## src/rtl/shift141_ctl_pkg.sv

```systemverilog
// rtl/shift141_ctl_pkg.sv - shared types for the mc10141 chain sequencer
// Purpose : mode, fill-policy and state enums used by shift141_ctl and shift141_fill.
// Ports   : none (package).
// Config  : SHIFT141_ROTATE_EN is consumed by shift141_fill, not here.
package shift141_ctl_pkg;

  // mc10141 select encoding (S1,S0): parallel entry, shift right, shift left, hold.
  typedef enum logic [1:0] {
    MODE_LOAD   = 2'b00,
    MODE_SHIFTR = 2'b01,
    MODE_SHIFTL = 2'b10,
    MODE_HOLD   = 2'b11
  } tMode141;

  typedef enum logic [1:0] {
    FILL_ZERO  = 2'd0,
    FILL_ONE   = 2'd1,
    FILL_ROT   = 2'd2,
    FILL_ARITH = 2'd3
  } tFill141;

  typedef enum logic [1:0] {
    ST_IDLE  = 2'd0,
    ST_LOAD  = 2'd1,
    ST_SHIFT = 2'd2,
    ST_DONE  = 2'd3
  } tShift141State;

endpackage

```

## src/rtl/shift141_fill.sv

```systemverilog
// rtl/shift141_fill.sv - serial-in source mux for both ends of the chain
// Purpose : picks the bit fed into chain bit 0 (shift left) or the last bit (shift right).
// Ports   : dir (1=shift left), fill (tFill141), shifting (controller in SHIFT),
//           q0Out/qNOut (live chain ends) -> d0In, d3In.
// Config  : SHIFT141_ROTATE_EN enables ROT/ARITH; otherwise they fill 0 and the
//           chain-end inputs are unused.
module shift141_fill
  import shift141_ctl_pkg::*;
(
  input  logic    dir,
  input  tFill141 fill,
  input  logic    shifting,
  input  logic    q0Out,
  input  logic    qNOut,
  output logic    d0In,
  output logic    d3In
);

  logic w_fill_bit;

`ifndef SHIFT141_ROTATE_EN
  logic w_unused_ends;
  assign w_unused_ends = q0Out ^ qNOut;
`endif

  always_comb begin
    w_fill_bit = 1'b0;
    d0In       = 1'b0;
    d3In       = 1'b0;
    case (fill)
      FILL_ONE:   w_fill_bit = 1'b1;
`ifdef SHIFT141_ROTATE_EN
      // Rotate wraps the bit leaving the far end; arithmetic replicates the sign
      // on a left shift (bit 0 is the MSB) and zero-fills on a right shift.
      FILL_ROT:   w_fill_bit = dir ? qNOut : q0Out;
      FILL_ARITH: w_fill_bit = dir ? q0Out : 1'b0;
`endif
      default:    w_fill_bit = 1'b0;
    endcase
    if (shifting) begin
      if (dir) d0In = w_fill_bit;
      else     d3In = w_fill_bit;
    end
  end

endmodule

```

## src/rtl/shift141_ctl.sv

```systemverilog
// rtl/shift141_ctl.sv - sequencer driving LOAD/SHIFT/HOLD on a cascaded mc10141 chain
// Purpose : on start, optionally loads the chain once, shifts it exactly count
//           times, returns it to HOLD and pulses done.
// Ports   : clk, resetN (async, active low); start, loadEn, dirL, count, fill
//           (request, sampled in IDLE); q0Out/qNOut (chain ends); s (chain mode),
//           d0In/d3In (serial-in), busy, done.
// Config  : SHIFT141_ROTATE_EN (see shift141_fill) enables ROT/ARITH fills.
module shift141_ctl
  import shift141_ctl_pkg::*;
#(
  parameter int CNT_W = 6
) (
  input  logic             clk,
  input  logic             resetN,
  input  logic             start,
  input  logic             loadEn,
  input  logic             dirL,
  input  logic [CNT_W-1:0] count,
  input  logic [1:0]       fill,
  input  logic             q0Out,
  input  logic             qNOut,
  output logic [1:0]       s,
  output logic             d0In,
  output logic             d3In,
  output logic             busy,
  output logic             done
);

  localparam logic [CNT_W-1:0] CNT_ONE = CNT_W'(1);

  tShift141State    r_state;
  logic             r_dir;
  tFill141          r_fill;
  logic [CNT_W-1:0] r_cnt;
  logic             r_done;

  tMode141          w_mode;
  logic             w_shifting;

  always_ff @(posedge clk or negedge resetN) begin
    if (!resetN) begin
      r_state <= ST_IDLE;
      r_dir   <= 1'b0;
      r_fill  <= FILL_ZERO;
      r_cnt   <= '0;
      r_done  <= 1'b0;
    end else begin
      // done trails the DONE state by one edge so the pulse lands 1+loadEn+count
      // edges after acceptance.
      r_done <= (r_state == ST_DONE);
      case (r_state)
        ST_IDLE: begin
          if (start) begin
            r_dir  <= dirL;
            r_fill <= tFill141'(fill);
            r_cnt  <= count;
            if (loadEn)              r_state <= ST_LOAD;
            else if (count != '0)    r_state <= ST_SHIFT;
            else                     r_state <= ST_DONE;
          end
        end
        ST_LOAD:  r_state <= (r_cnt != '0) ? ST_SHIFT : ST_DONE;
        ST_SHIFT: begin
          r_cnt <= r_cnt - CNT_ONE;
          if (r_cnt == CNT_ONE) r_state <= ST_DONE;
        end
        ST_DONE:  r_state <= ST_IDLE;
        default:  r_state <= ST_IDLE;
      endcase
    end
  end

  always_comb begin
    w_shifting = (r_state == ST_SHIFT);
    case (r_state)
      ST_LOAD:  w_mode = MODE_LOAD;
      ST_SHIFT: w_mode = r_dir ? MODE_SHIFTL : MODE_SHIFTR;
      default:  w_mode = MODE_HOLD;
    endcase
  end

  assign s    = w_mode;
  assign busy = (r_state != ST_IDLE);
  assign done = r_done;

  shift141_fill u_fill (
    .dir      (r_dir),
    .fill     (r_fill),
    .shifting (w_shifting),
    .q0Out    (q0Out),
    .qNOut    (qNOut),
    .d0In     (d0In),
    .d3In     (d3In)
  );

endmodule

```

## config.mk

```make
export PLATFORM = sky130hd
export DESIGN_NAME = shift141_ctl
export DESIGN_NICKNAME = d
export VERILOG_FILES = /design/src/rtl/shift141_ctl_pkg.sv /design/src/rtl/shift141_fill.sv /design/src/rtl/shift141_ctl.sv
export SDC_FILE = /design/constraint.sdc
export NUM_CORES = 1
export LEC_CHECK = 0
export CORE_AREA = 5 5 48 50
export CTS_CLUSTER_DIAMETER = 50
export DETAILED_ROUTE_END_ITERATION = 16
export DIE_AREA = 0 0 53 55
export PLACE_DENSITY_LB_ADDON = 0.2
export SYNTH_ARGS = -nofsm -noshare
export SYNTH_HDL_FRONTEND = slang
export SYNTH_SLANG_ARGS = --single-unit
export TNS_END_PERCENT = 10
```

## constraint.sdc

```tcl
create_clock -name clk -period 1.9 [get_ports clk]
set_input_delay 0.57 -clock clk [delete_from_list [all_inputs] [get_ports clk]]
set_output_delay 0.57 -clock clk [all_outputs]
set_load 0.1 [all_outputs]
```

==> results_dict.tcl, run 1 <==
set metrics [dict create \
    status "finished, violations left" \
    violations "negative setup slack" \
    r2r-end "r_state[0]" \
    utilization_pct 65.9 \
    cp-startpoint "r_state[1]" \
    critPathKind "reg -> out" \
    path_cells "ha_4, buf_4, o21ai_2, buf_12" \
    routed_wl_um 1810 \
    r2r_cells 8 \
    multi_input_area_um2 544 \
    finalHoldViolCount 0 \
    drt_first_pass_iters 4 \
    critPathTopFamily "flip-flops" \
    via_count 718 \
    async_flop_share_pct 100 \
    h-tree-depth 1 \
    synth_area_um2 825 \
    worstMarginPinSlew_ps 586 \
    ant_nets 0 \
    dpl.hpwl_um 1460 \
    cp-end-kind "primary output" \
    cp.arrival_ps 1480 \
    max_freq_mhz 488 \
    cts_buffers 3 \
    drtIter0Drc 14 \
    final_nets 132 \
    hold_class "reg -> reg" \
    synth_cells 85 \
    port-buffer-count 18 \
    antenna-diode-count 0 \
    synth_edf_count 0 \
    cp.depth 4 \
    worst_slack_ps -147 \
    cpPeakStageDelay_ps 450 \
    crit_buf_inv 2 \
    cts_buffer_depth 2 \
    endpoint "s[1]" \
    r2r_setup_slack_ps 380 \
    grt_pass1_vias 679 \
    drc_errors 0 \
    antenna_found_initial 0 \
    r2r-start "r_state[0]" \
    die-area_um2 2920 \
    drv_slew 0 \
    cts.sinks 12 \
    grtUsageTotal_pct 14.5 \
    synth.distinct_cells 28 \
    slew-limit-headroom_pct 60.8 \
    clkSlewWorstSetupHoldPaths_ps 80 \
    grt_pass1_wl_um 2960 \
    drv_cap 0 \
    fp-row-count 16 \
    fillers 150 \
    period_minus_slack_ps 2050 \
    clock_skew_ps 6.43 \
    critPathSlowestCell "dfrtp_2" \
    die_h_um 55 \
    period_share_pct 108 \
    syn_to_final_growth_pct 48.7 \
    drive_above_1_share_pct 33.0 \
    ys_ff_latch 12 \
    ys_seq_area_share_pct 36.4 \
    setup_violations 4 \
    worst_hold_slack_ps 546 \
    routedWlPerCell_um 13.3 \
    grt_start_max_net_pins 14 \
    clock_latency_ps 280 \
    synth_ff_type "dfrtp_1" \
    synth.avg_cell_area_um2 9.70 \
    crit_required_ps 1330 \
    rsz0062_at_grt "yes" \
    cp-start-kind "register" \
    gp_congestion 0.798 \
    synth_fp_nets 107 \
    root_buffer "clkbuf_4" \
    overflow 0 \
    initial_core_util_pct 44.3 \
    ioPinCount 21 \
    yosysWarnings 0 \
    register_area_um2 302 \
    fp.coreArea_um2 1860 \
    critPathMaxFanout 13 \
    cts_tree "built" \
    die_x_um 53 \
    vias_per_cell 5.28 \
]
-- cell families (layout without fill, tap and decap cells) --
group | Yosys count | in the layout | synth area share [%]
AO/OA/AOI/OAI | 25 | 25 | 18.7
adder cells (fa/ha/maj) | 7 | 7 | 10.6
buffers and inverters | 11 | 35 | 6.22
flip-flops | 12 | 12 | 36.4
multiplexers | 7 | 7 | 10.2
AND/OR/NAND/NOR | 23 | 23 | 17.9
-- stage by stage --
step / setup slack (ps) / instances / area (um^2) / setup TNS (ps)
floorplan: -455 / 85 / 883 / -1470
CTS: -176 / 136 / 1220 / -593
global route: -221 / 136 / 1230 / -746
finish: -147 / 136 / 1230 / -485
detailed placement: 12.2 / 130 / 1160 / 0
global placement: 29.2 / 130 / 1160 / 0
-- cell usage in the layout (no fill, tap or decap), types with 3 or more instances in the layout --
cell type | synthesis | routed
clkdlybuf4s50_1 | 0 | 12
dfrtp_1 | 12 | 11
a21oi_1 | 9 | 9
buf_12 | 0 | 6
inv_1 | 8 | 5
nor2_1 | 5 | 5
buf_4 | 0 | 5
nand2_1 | 5 | 4
o22ai_1 | 4 | 4
ha_1 | 7 | 4
nand3_1 | 3 | 3
mux2_2 | 3 | 3
o21ai_0 | 4 | 3
clkbuf_4 | 0 | 3
-- sequential cells by signal, indices dropped and copies added (netlist names) --
signal and cells:
done 1, r_cnt 6, r_dir 1, r_fill 2
r_state 2
-- cells in the mapped netlist, types with 3 or more instances --
cell type	n	area (um^2)
nand3_1	3	15.0
mux2_2	3	33.8
o21ai_0	4	20.0
nor2_1	5	18.8
inv_1	8	30.0
dfrtp_1	12	300
ha_1	7	87.6
nand2_1	5	18.8
a21oi_1	9	45.0
o22ai_1	4	25.0
-- metal layers --
layer | global-route usage [%] | share of wire (%) | vias to the layer above
li1 | - | - | 355
met1 | 16.4 | 44 | 342
met2 | 25.0 | 48 | 17
met3 | 2.95 | 5.4 | 4
met4 | 8.94 | 2.4 | 0
met5 | 0 | 0 | -
-- worst reg2reg max path, cell delays in order (launching register included) --
cell	delay (ps)
dfrtp_1	400
inv_2	80
buf_4	120
ha_4	160
buf_4	150
nand2b_1	70
a21oi_1	110
a21oi_1	60
mux2_4	260
-- layout make-up --
type / count / share of cell area (%)
clock buffers: 4 / 2.96
inverters: 8 / 2.65
multi-input cells: 62 / 44.4
flip-flops and latches: 12 / 24.6
well taps: 27 / 2.76
repair buffers: 23 / 22.7
-- how the worst min path moves through the flow --
stage,startpoint,endpoint,slack [ps],cells after the start
after CTS,r_fill[0],r_fill[0],550,1
after detailed placement,r_fill[0],r_fill[0],540,1
after global routing,r_fill[0],r_fill[0],570,1
after floorplan,resetN,done,270,0
final,r_fill[0],r_fill[0],550,1
after global placement,r_fill[0],r_fill[0],530,1
-- timing repair --
item,in CTS,in global routing
setup buffers,2,0
hold buffers,0,0
pin swaps,1,1
resized for setup,4,2
gates cloned,0,0
setup endpoints to repair,5,5
Power of run 1 is left out: the tool's default activity adds up to more than one toggle a clock period on the data nets, which glitch-free logic cannot reach.
==> inputs of run 2 (changes only) <==
--- a/config.mk
+++ b/config.mk
@@ -5,6 +5,7 @@
 export SDC_FILE = /design/constraint.sdc
 export NUM_CORES = 1
 export LEC_CHECK = 0
+export ABC_AREA = 1
 export CORE_AREA = 5 5 48 50
 export CTS_CLUSTER_DIAMETER = 50
 export DETAILED_ROUTE_END_ITERATION = 16
==> results_dict.tcl, run 2 <==
set metrics [dict create \
    status "finished, violations left" \
    violations "negative setup slack" \
    grt_pass1_vias 714 \
    critPathKind "reg -> out" \
    via_count 755 \
    synthSimpleGateAreaFrac_pct 30.4 \
    synth.avg_cell_area_um2 7.24 \
    worst_hold_slack_ps 488 \
    initial_core_util_pct 42.4 \
    grt_util_met1_pct 16.6 \
    cts.sinks 12 \
    fillers 169 \
    ys_ff_latch 12 \
    period_share_pct 102 \
    drv_cap 0 \
    period_minus_slack_ps 1950 \
    grtUsageTotal_pct 13.8 \
    synth_ff_type "dfrtp_1" \
    clock_latency_ps 280 \
    cp-start-kind "register" \
    clock_skew_ps 4.37 \
    async_flop_share_pct 100 \
    cp.arrival_ps 1380 \
    worstHoldStart "r_fill[0]" \
    synth_area_um2 790 \
    synth_xor_xnor_area_share_pct 0 \
    ioPinCount 21 \
    max_freq_mhz 514 \
    die_x_um 53 \
    hold_buffers 0 \
    r2r-start "r_state[0]" \
    final_nets 157 \
    cp-end-kind "primary output" \
    vias_per_cell 4.69 \
    drv_slew 0 \
    slew-limit-headroom_pct 61.7 \
    antenna-diode-count 0 \
    fp-row-count 16 \
    final_common_cell "nand2_1" \
    hold_class "reg -> reg" \
    synth_edf_count 0 \
    grt_start_max_net_pins 13 \
    utilization_pct 64.0 \
    synth_fp_nets 131 \
    h-tree-depth 1 \
    routed_wl_um 1720 \
    crit_required_ps 1330 \
    grt_use_met2_pct 23.1 \
    grt_pass1_wl_um 2910 \
    synth_common_cells "34 x nand2_1, 12 x dfrtp_1, 11 x nor2_1" \
    port-buffer-count 18 \
    finalHoldViolCount 0 \
    cts_tree "built" \
    drive_above_1_share_pct 23.1 \
    worstMarginPinSlew_ps 572 \
    drt_first_pass_iters 4 \
    gp_congestion 0.821 \
    worst_slack_ps -46.8 \
    grt_use_met3_pct 2.68 \
    root_buffer "clkbuf_4" \
    yosysTopAreaCellShare_pct 38.0 \
    antenna_found_initial 0 \
    yosys.area.top_type "dfrtp_1" \
    reg_top3 "r_cnt x6, r_fill x2, r_state x2" \
    synth_compound_area_share_pct 13.8 \
    fp.coreArea_um2 1860 \
    routedWlPerCell_um 10.7 \
    setup_violations 5 \
    overflow 0 \
    grt.busiest_layer "met2" \
    mostFrequentLayoutCells "32 x nand2_1, 12 x dfrtp_1, 12 x clkdlybuf4s50_1, 9 x nor2_1, 9 x o21ai_1" \
    regMostFlops "r_cnt" \
    synth_mux_area_share_pct 0 \
    drc_errors 0 \
    synthAdderAreaFrac_pct 11.1 \
    largest_register_ffs 6 \
    yosysMostFrequentCell "nand2_1" \
    yosysWarnings 0 \
    dpl_worst_slack_ps 131 \
    die_h_um 55 \
    synth_cells 109 \
    critPathMaxFanout 6 \
    synth_top_family_by_area "simple AND/OR/NAND/NOR gates" \
    rsz0062_at_grt "yes" \
    clkSlewWorstSetupHoldPaths_ps 90 \
    die-area_um2 2920 \
    cp-startpoint "r_state[0]" \
    synth.distinct_cells 19 \
    cts_buffer_depth 2 \
    dpl.hpwl_um 1390 \
    synthTopCellsByArea "dfrtp_1 38%, nand2_1 16%, ha_1 11%" \
    syn_to_final_growth_pct 51.0 \
    cts_buffers 3 \
    ant_nets 0 \
    ys_seq_area_share_pct 38.0 \
    drtIter0Drc 9 \
]
==> run 2: kinds of logic (layout without fill, tap and decap cells) <==
| logic type | count (synthesis) | in the layout |
|---|---|---|
| and+or+nand+nor | 58 | 58 |
| adders and majority gates | 7 | 7 |
| buffers and inverters | 13 | 38 |
| AOI/OAI and AO/OA | 19 | 19 |
| DFF | 12 | 12 |
==> run 2: area by class of cell <==
type	instances	area [um^2]	area share [%]
multi-input combinational	84	504	42.3
sequential	12	300	25.2
timing repair buffer	22	270	22.7
inverter	12	47.5	3.99
clock buffer	4	36.3	3.04
tap	27	33.8	2.83
==> run 2: what timing repair did <==
item | CTS | global route
resized for setup | 0 | 1
pin swaps | 0 | 0
buffers inserted | 3 | 1
endpoints found under the setup margin | 5 | 5
endpoints found under the hold margin | 0 | 0
==> run 2: per-stage QoR <==
step           instance area (um^2)  TNS (ps)  std cells
3_5_place_dp                   1120         0        153
6_report                       1190      -174        161
5_1_grt                        1190      -550        161
3_3_place_gp                   1120         0        153
2_1_floorplan                   865     -13.1        109
4_1_cts                        1180      -324        160
==> run 2: metal layers <==
metal	vias to the layer above	part of all wire [%]
li1	400	-
met1	339	48
met2	11	45
met3	5	4.6
met4	0	2.4
met5	-	0
==> run 2: final timing paths <==
path	endpoint	slack (ps)	cells past startpoint
setup / recovery	d3In	-50	5
hold / removal	r_fill[0]	490	2
setup reg to reg	r_cnt[2]	270	8
hold reg to reg	r_fill[0]	490	2
max in group asynchronous	r_cnt[4]	880	1
min in group asynchronous	r_state[0]	650	1
==> run 2: critical path, stage by stage (launching register included) <==
cell,delay [ps]
dfrtp_1,410
inv_2,90
ha_4,220
nand2_4,90
nor2_4,110
buf_12,180
Power of run 2 is left out for the same reason.
